`src/rtl/cacheline_burst_responder_pkg.sv`:
```
// Shared types and constants for the cache line <-> word memory burst responder.
// A cache line is WORDS_PER_LINE little-endian-packed 16-bit words.
package cacheline_burst_responder_pkg;

  localparam int WORD_W           = 16;
  localparam int WORDS_PER_LINE   = 8;
  localparam int LINE_W           = WORD_W * WORDS_PER_LINE;
  localparam int ADDR_W           = 16;
  localparam int LINE_OFFSET_BITS = 4;

  typedef logic [WORD_W-1:0] lc3b_word;
  typedef logic [LINE_W-1:0] cache_flow;
  typedef logic [ADDR_W-1:0] lc3b_addr;
  typedef logic [2:0]        beat_idx_t;

  function automatic lc3b_addr line_base(input lc3b_addr addr);
    return {addr[ADDR_W-1:LINE_OFFSET_BITS], {LINE_OFFSET_BITS{1'b0}}};
  endfunction

  // Base has zero low bits, so the add never carries out of the line.
  function automatic lc3b_addr beat_addr(input lc3b_addr base, input beat_idx_t idx);
    return base + lc3b_addr'({idx, 1'b0});
  endfunction

endpackage

```
`src/rtl/cacheline_burst_responder_if.sv`:
```
// Cache-side line bus plus memory-side word bus of the burst responder.
// The slave modport is the responder's view; master is the surrounding system.
interface cacheline_burst_responder_if;
  import cacheline_burst_responder_pkg::*;

  logic      pmem_read;
  logic      pmem_write;
  lc3b_addr  pmem_address;
  cache_flow pmem_wdata;
  cache_flow pmem_rdata;
  logic      pmem_resp;

  logic      mem_read;
  logic      mem_write;
  lc3b_addr  mem_address;
  lc3b_word  mem_wdata;
  lc3b_word  mem_rdata;
  logic      mem_resp;

  modport slave (
    input  pmem_read, pmem_write, pmem_address, pmem_wdata, mem_rdata, mem_resp,
    output pmem_rdata, pmem_resp, mem_read, mem_write, mem_address, mem_wdata
  );

  modport master (
    output pmem_read, pmem_write, pmem_address, pmem_wdata, mem_rdata, mem_resp,
    input  pmem_rdata, pmem_resp, mem_read, mem_write, mem_address, mem_wdata
  );

endinterface

```
`src/rtl/cacheline_burst_responder.sv`:
```
// Turns one cache line read/write into eight sequential word beats on the memory port
// and returns the assembled line with a one-cycle pmem_resp pulse.
module cacheline_burst_responder
  import cacheline_burst_responder_pkg::*;
(
  input logic                         clk,
  input logic                         rst_n,
  cacheline_burst_responder_if.slave  bus
);

  typedef enum logic [1:0] {IDLE, RD_BEAT, WR_BEAT, DONE} state_t;

  localparam beat_idx_t LAST_BEAT = beat_idx_t'(WORDS_PER_LINE - 1);

  state_t    state;
  lc3b_addr  base;
  cache_flow wline;
  cache_flow rline;
  beat_idx_t idx;
  beat_idx_t next_idx;
  logic      rd;
  logic      wr;
  logic      resp;
  lc3b_addr  maddr;
  lc3b_word  mwdata;

  assign next_idx = idx + 3'd1;

  // Write has priority so a dirty writeback precedes the fill that follows it.
  always_ff @(posedge clk) begin
    if (!rst_n) begin
      state  <= IDLE;
      base   <= '0;
      wline  <= '0;
      rline  <= '0;
      idx    <= '0;
      rd     <= 1'b0;
      wr     <= 1'b0;
      resp   <= 1'b0;
      maddr  <= '0;
      mwdata <= '0;
    end else begin
      case (state)
        IDLE: begin
          resp <= 1'b0;
          idx  <= '0;
          if (bus.pmem_write) begin
            state  <= WR_BEAT;
            base   <= line_base(bus.pmem_address);
            maddr  <= line_base(bus.pmem_address);
            wline  <= bus.pmem_wdata;
            mwdata <= bus.pmem_wdata[WORD_W-1:0];
            wr     <= 1'b1;
          end else if (bus.pmem_read) begin
            state <= RD_BEAT;
            base  <= line_base(bus.pmem_address);
            maddr <= line_base(bus.pmem_address);
            rd    <= 1'b1;
          end
        end
        RD_BEAT, WR_BEAT: begin
          if (bus.mem_resp) begin
            if (state == RD_BEAT) begin
              rline[idx*WORD_W +: WORD_W] <= bus.mem_rdata;
            end
            idx <= next_idx;
            if (idx == LAST_BEAT) begin
              rd    <= 1'b0;
              wr    <= 1'b0;
              resp  <= 1'b1;
              state <= DONE;
            end else begin
              maddr  <= beat_addr(base, next_idx);
              mwdata <= wline[next_idx*WORD_W +: WORD_W];
            end
          end
        end
        DONE: begin
          resp  <= 1'b0;
          state <= IDLE;
        end
        default: state <= IDLE;
      endcase
    end
  end

  assign bus.pmem_rdata  = rline;
  assign bus.pmem_resp   = resp;
  assign bus.mem_read    = rd;
  assign bus.mem_write   = wr;
  assign bus.mem_address = maddr;
  assign bus.mem_wdata   = mwdata;

endmodule
```
`src/flat_wrapper.sv`:
```
// flat-port wrapper written by rule: the top's interface ports become plain ports
module cacheline_burst_responder_flat import cacheline_burst_responder_pkg::*;
  (clk, rst_n, bus_pmem_read, bus_pmem_write, bus_pmem_address, bus_pmem_wdata, bus_mem_rdata, bus_mem_resp, bus_pmem_rdata, bus_pmem_resp, bus_mem_read, bus_mem_write, bus_mem_address, bus_mem_wdata);
  cacheline_burst_responder_if bus_i ();
  input logic clk;
  input logic rst_n;
  input wire logic [$bits(bus_i.pmem_read)-1:0] bus_pmem_read;
  input wire logic [$bits(bus_i.pmem_write)-1:0] bus_pmem_write;
  input wire logic [$bits(bus_i.pmem_address)-1:0] bus_pmem_address;
  input wire logic [$bits(bus_i.pmem_wdata)-1:0] bus_pmem_wdata;
  input wire logic [$bits(bus_i.mem_rdata)-1:0] bus_mem_rdata;
  input wire logic [$bits(bus_i.mem_resp)-1:0] bus_mem_resp;
  output wire logic [$bits(bus_i.pmem_rdata)-1:0] bus_pmem_rdata;
  output wire logic [$bits(bus_i.pmem_resp)-1:0] bus_pmem_resp;
  output wire logic [$bits(bus_i.mem_read)-1:0] bus_mem_read;
  output wire logic [$bits(bus_i.mem_write)-1:0] bus_mem_write;
  output wire logic [$bits(bus_i.mem_address)-1:0] bus_mem_address;
  output wire logic [$bits(bus_i.mem_wdata)-1:0] bus_mem_wdata;
  assign bus_i.pmem_read = bus_pmem_read;
  assign bus_i.pmem_write = bus_pmem_write;
  assign bus_i.pmem_address = bus_pmem_address;
  assign bus_i.pmem_wdata = bus_pmem_wdata;
  assign bus_i.mem_rdata = bus_mem_rdata;
  assign bus_i.mem_resp = bus_mem_resp;
  assign bus_pmem_rdata = bus_i.pmem_rdata;
  assign bus_pmem_resp = bus_i.pmem_resp;
  assign bus_mem_read = bus_i.mem_read;
  assign bus_mem_write = bus_i.mem_write;
  assign bus_mem_address = bus_i.mem_address;
  assign bus_mem_wdata = bus_i.mem_wdata;
  cacheline_burst_responder u_core (.clk(clk), .rst_n(rst_n), .bus(bus_i));
endmodule
```
`config.mk`:
```
export PLATFORM = sky130hd
export DESIGN_NAME = cacheline_burst_responder_flat
export DESIGN_NICKNAME = d
export VERILOG_FILES = /design/src/rtl/cacheline_burst_responder_pkg.sv /design/src/rtl/cacheline_burst_responder_if.sv /design/src/rtl/cacheline_burst_responder.sv /design/src/flat_wrapper.sv
export SDC_FILE = /design/constraint.sdc
export NUM_CORES = 1
export LEC_CHECK = 0
export CAP_MARGIN = 30
export CORE_UTILIZATION = 41
export DETAILED_ROUTE_END_ITERATION = 8
export PLACE_DENSITY = 0.81
export SYNTH_ARGS = -nofsm -noshare
export SYNTH_HDL_FRONTEND = slang
export SYNTH_SLANG_ARGS = --single-unit
```
`constraint.sdc`:
```
create_clock -name clk -period 5.6 [get_ports clk]
set_input_delay 0.84 -clock clk [delete_from_list [all_inputs] [get_ports clk]]
set_output_delay 0.84 -clock clk [all_outputs]
set_load 0.02 [all_outputs]
```
==> run summary <==
GLOBAL ROUTING
-----------------------------------------------------------------------------------------------------------------
Antenna violations before repair                                                                                3
Pin count of the biggest net entering global routing                                                          201
First-pass GRT wire length                                                                              59,800 um
Vias in the first global route                                                                             11,047
All-Layer GR Usage                                                                                          22.9%
Grt ovf                                                                                                         0

CLOCK TREE
-----------------------------------------------------------------------------------------------------------------
Number of buffers inserted during clock tree synthesis                                                         34
Master cell of the clock root buffer                                                                    clkbuf_16
CTS tree                                                                                                      yes
Cts repair resizes                                                                                              0
Post-cts hold buffer count                                                                                      0
Clock edge transition at the registers on the reported setup and hold paths                               0.06 ns
CTS Buffer Depth                                                                                                3
H-tree depth                                                                                                    2
Insertion delay to the later sink of the worst-skew pair                                                  0.50 ns
TritonCTS Sinks                                                                                               307
Post-CTS Setup Bufs                                                                                             0

SYNTHESIS
-----------------------------------------------------------------------------------------------------------------
Fraction of synthesized cell area taken by the top area cell type                                           46.8%
Post-synthesis sequential area ratio                                                                        46.8%
Largest cells by area after synthesis                                                                dfxtp_1 47%, nand2_1 14%, a21boi_0 13%, mux4_2 5.5%, mux2i_1 3.7%
Simple-gate share of the synthesized area                                                                   21.2%
Post-Syn Instances                                                                                          1,501
Flop and latch count out of synthesis                                                                         307
Arithmetic-cell share of the synthesized area counting full adders, half adders and majority gates         0.858%
Fraction of synthesized area in multiplexers                                                                9.15%
Synth area leader                                                                                         dfxtp_1
Synth warnings                                                                                                  0
Main combinational cell family by area after synthesis                                               simple AND/OR/NAND/NOR gates
Primary FF master, synth                                                                                  dfxtp_1
Post-synth EDFFs                                                                                                0
Share of the synthesized area in compound gates (AO/OA/AOI/OAI)                                             17.6%
Distinct cell type count of the synthesized netlist                                                            44
Mapped Area                                                                                            13,100 um2
Ys async rst share                                                                                             0%
Post-synthesis area per instance                                                                         8.75 um2
Nets in the synthesized netlist                                                                             1,675
Xor/xnor share of the synthesized area                                                                    0.0667%

WORST SETUP PATH
-----------------------------------------------------------------------------------------------------------------
Worst path arrival time                                                                                   3.95 ns
Crit path launch type                                                                                        flop
Endpoint required time on the critical path                                                               5.95 ns
Critical path start-end classification                                                                    reg2reg
Top fanout value on the critical path                                                                          25
Nature of the critical path endpoint                                                                         flop

FINISH
-----------------------------------------------------------------------------------------------------------------
Final design utilization                                                                                    56.3%
Syn-to-layout area delta                                                                                    35.3%
Fillers                                                                                                     2,757
Count of non-filler cells in the finished layout                                                            2,183
NumNets Final                                                                                               1,929
Layout cell share with drive strength beyond 1                                                              6.57%

JOB
-----------------------------------------------------------------------------------------------------------------
Max cap viols                                                                                                   0

PLACEMENT
-----------------------------------------------------------------------------------------------------------------
Final RePlAce weighted congestion                                                                           0.846
IO Port Bufs                                                                                                  322
Placed wire-length estimate after detailed placement                                                    26,900 um
Post-Place Setup Slack                                                                                    1.84 ns
Cell count after placement                                                                                  2,119

FLOORPLANNING
-----------------------------------------------------------------------------------------------------------------
Area enclosed by the die boundary                                                                      32,700 um2
Die Wd                                                                                                     181 um
Ports                                                                                                         328
Effective utilization at floorplan                                                                          41.6%
Number of placement rows                                                                                       65
Floorplan core area                                                                                    31,600 um2
Overall die height                                                                                         181 um

TIMING
-----------------------------------------------------------------------------------------------------------------
Max Transition Viols Final                                                                                      0
Final critical-path required period                                                                       3.60 ns
Final period util                                                                                           64.3%
Setup WS post-layout                                                                                      2.00 ns
Setup violators final                                                                                           0
Aggregate negative setup slack                                                                               0 ns
Clk_skew                                                                                                0.0126 ns
Slew at the pin with the worst max-slew slack                                                            0.878 ns
Tightest slew margin relative to the limit                                                                  41.4%
Maximum clock frequency                                                                                 0.278 GHz
RSZ-0062 raised after global routing                                                                           no
Final count of hold timing violations                                                                           0

DRT
-----------------------------------------------------------------------------------------------------------------
Post-route DRC violation count                                                                                  0
Average wire per standard cell                                                                            17.6 um
First-pass iteration count of the detailed router                                                               5
Drt via density                                                                                              5.20
DRT antenna net count                                                                                           0
Routed wire length                                                                                      38,400 um
Count of vias placed by the detailed router                                                                11,351
Starting DRT DRC Count                                                                                        800

WORST HOLD PATH
-----------------------------------------------------------------------------------------------------------------
Tightest Hold Check Type                                                                                  reg2reg

POWER
-----------------------------------------------------------------------------------------------------------------
P_leak                                                                                                    6.26 nW
Power Dens Cells                                                                                       396 nW/um2
Power Total                                                                                               7.03 mW
Maximum vdd drop                                                                                         0.261 mV

RUN STATUS
-----------------------------------------------------------------------------------------------------------------
Run status                                                                                              completed

## area by class of cell
cell class / count / area [um2] / area share, %
inverter: 7 / 26.3 / 0.148
timing repair buffer: 339 / 3430 / 19.3
clock inverter: 6 / 111 / 0.627
clock buffer: 55 / 1090 / 6.16
tap: 402 / 503 / 2.83
multi-input combinational: 1066 / 6440 / 36.3
sequential: 307 / 6150 / 34.6
antenna: 1 / 2.50 / 0.0141
## synthesized netlist by cell type (all sizes together), types with 12 or more instances
cell type,count
o211a,12
o221ai,16
mux4,32
mux2i,48
dfxtp,307
nand3,35
clkbuf,84
nor2b,21
buf,37
nand2,503
nor2,56
a21boi,253
or2,20
nand2b,19
## state kept, by name, summed over array words and instances (netlist names)
signal                  flops
u_core.base                12
u_core.idx                  3
u_core.state                2
u_core.wline              128
u_core.bus.mem_read         1
u_core.bus.mem_wdata       16
u_core.bus.mem_address     15
u_core.bus.pmem_rdata     128
u_core.bus.mem_write        1
u_core.bus.pmem_resp        1
## cells in the final DEF, fill, tap and decap left out, types with 4 or more instances in the layout
master             n
a21boi_0         228
nand2_1          502
clkbuf_1           8
dfxtp_1          307
clkbuf_8          10
mux4_2            32
buf_6              4
buf_4              9
a21boi_1          25
nand3_1           35
o211a_1           12
mux2i_1           48
o21ai_0            5
ha_1               8
inv_1              6
o221ai_1          16
nand2b_1          19
nor2b_1           21
or2_0             15
a21oi_1            4
clkdlybuf4s50_1  321
clkbuf_16         37
o21a_1             7
nor3_1             5
nor2_1            56
## critical path: stages, from the launching register on
cell and delay, ns:
dfxtp_1 0.66, inv_2 0.41, ha_2 1.00, buf_4 0.43, mux4_2 0.62, mux2i_1 0.17, o221ai_1 0.12
## power by group
group | internal, mW | switching, mW
combinational | 0.851 | 1.16
clock | 1.48 | 0.881
sequential | 2.49 | 0.175
## through the flow
stage / hold slack (ns) / cell area, um2
final: 0.449 / 17800
after global routing: 0.481 / 17800
after CTS: 0.452 / 17700
after detailed placement: 0.445 / 16500
after global placement: 0.440 / 16400
after floorplan: 0.440 / 13100
## cell families (layout without fill, tap and decap cells)
family,after synthesis,after routing
AOI/OAI and AO/OA,302,302
xor gates and xnor gates,1,1
adders and majority gates,9,9
buffers and inverters,128,407
DFF,307,307
muxes,80,80
other,1,2
and+or+nand+nor,673,673
## routing by layer
| metal | global-route usage (%) | vias up | wire (um) |
|---|---|---|---|
| met3 | 5.12 | 75 | 2750 |
| li1 | - | 5493 | - |
| met5 | 0 | - | 25 |
| met4 | 9.39 | 4 | 1500 |
| met1 | 27.7 | 5343 | 15900 |
| met2 | 39.4 | 436 | 18300 |
## worst paths after layout
path / from / to / slack [ns] / cells after the start
worst max register to register: u_core.idx[0] / u_core.bus.mem_wdata[7] / 2.00 / 6
worst max-delay path: u_core.idx[0] / u_core.bus.mem_wdata[7] / 2.00 / 6
worst min-delay path: u_core.bus.pmem_rdata[45] / u_core.bus.pmem_rdata[45] / 0.45 / 2
worst min register to register: u_core.bus.pmem_rdata[45] / u_core.bus.pmem_rdata[45] / 0.45 / 2
Power figures use the tool's default switching activity.
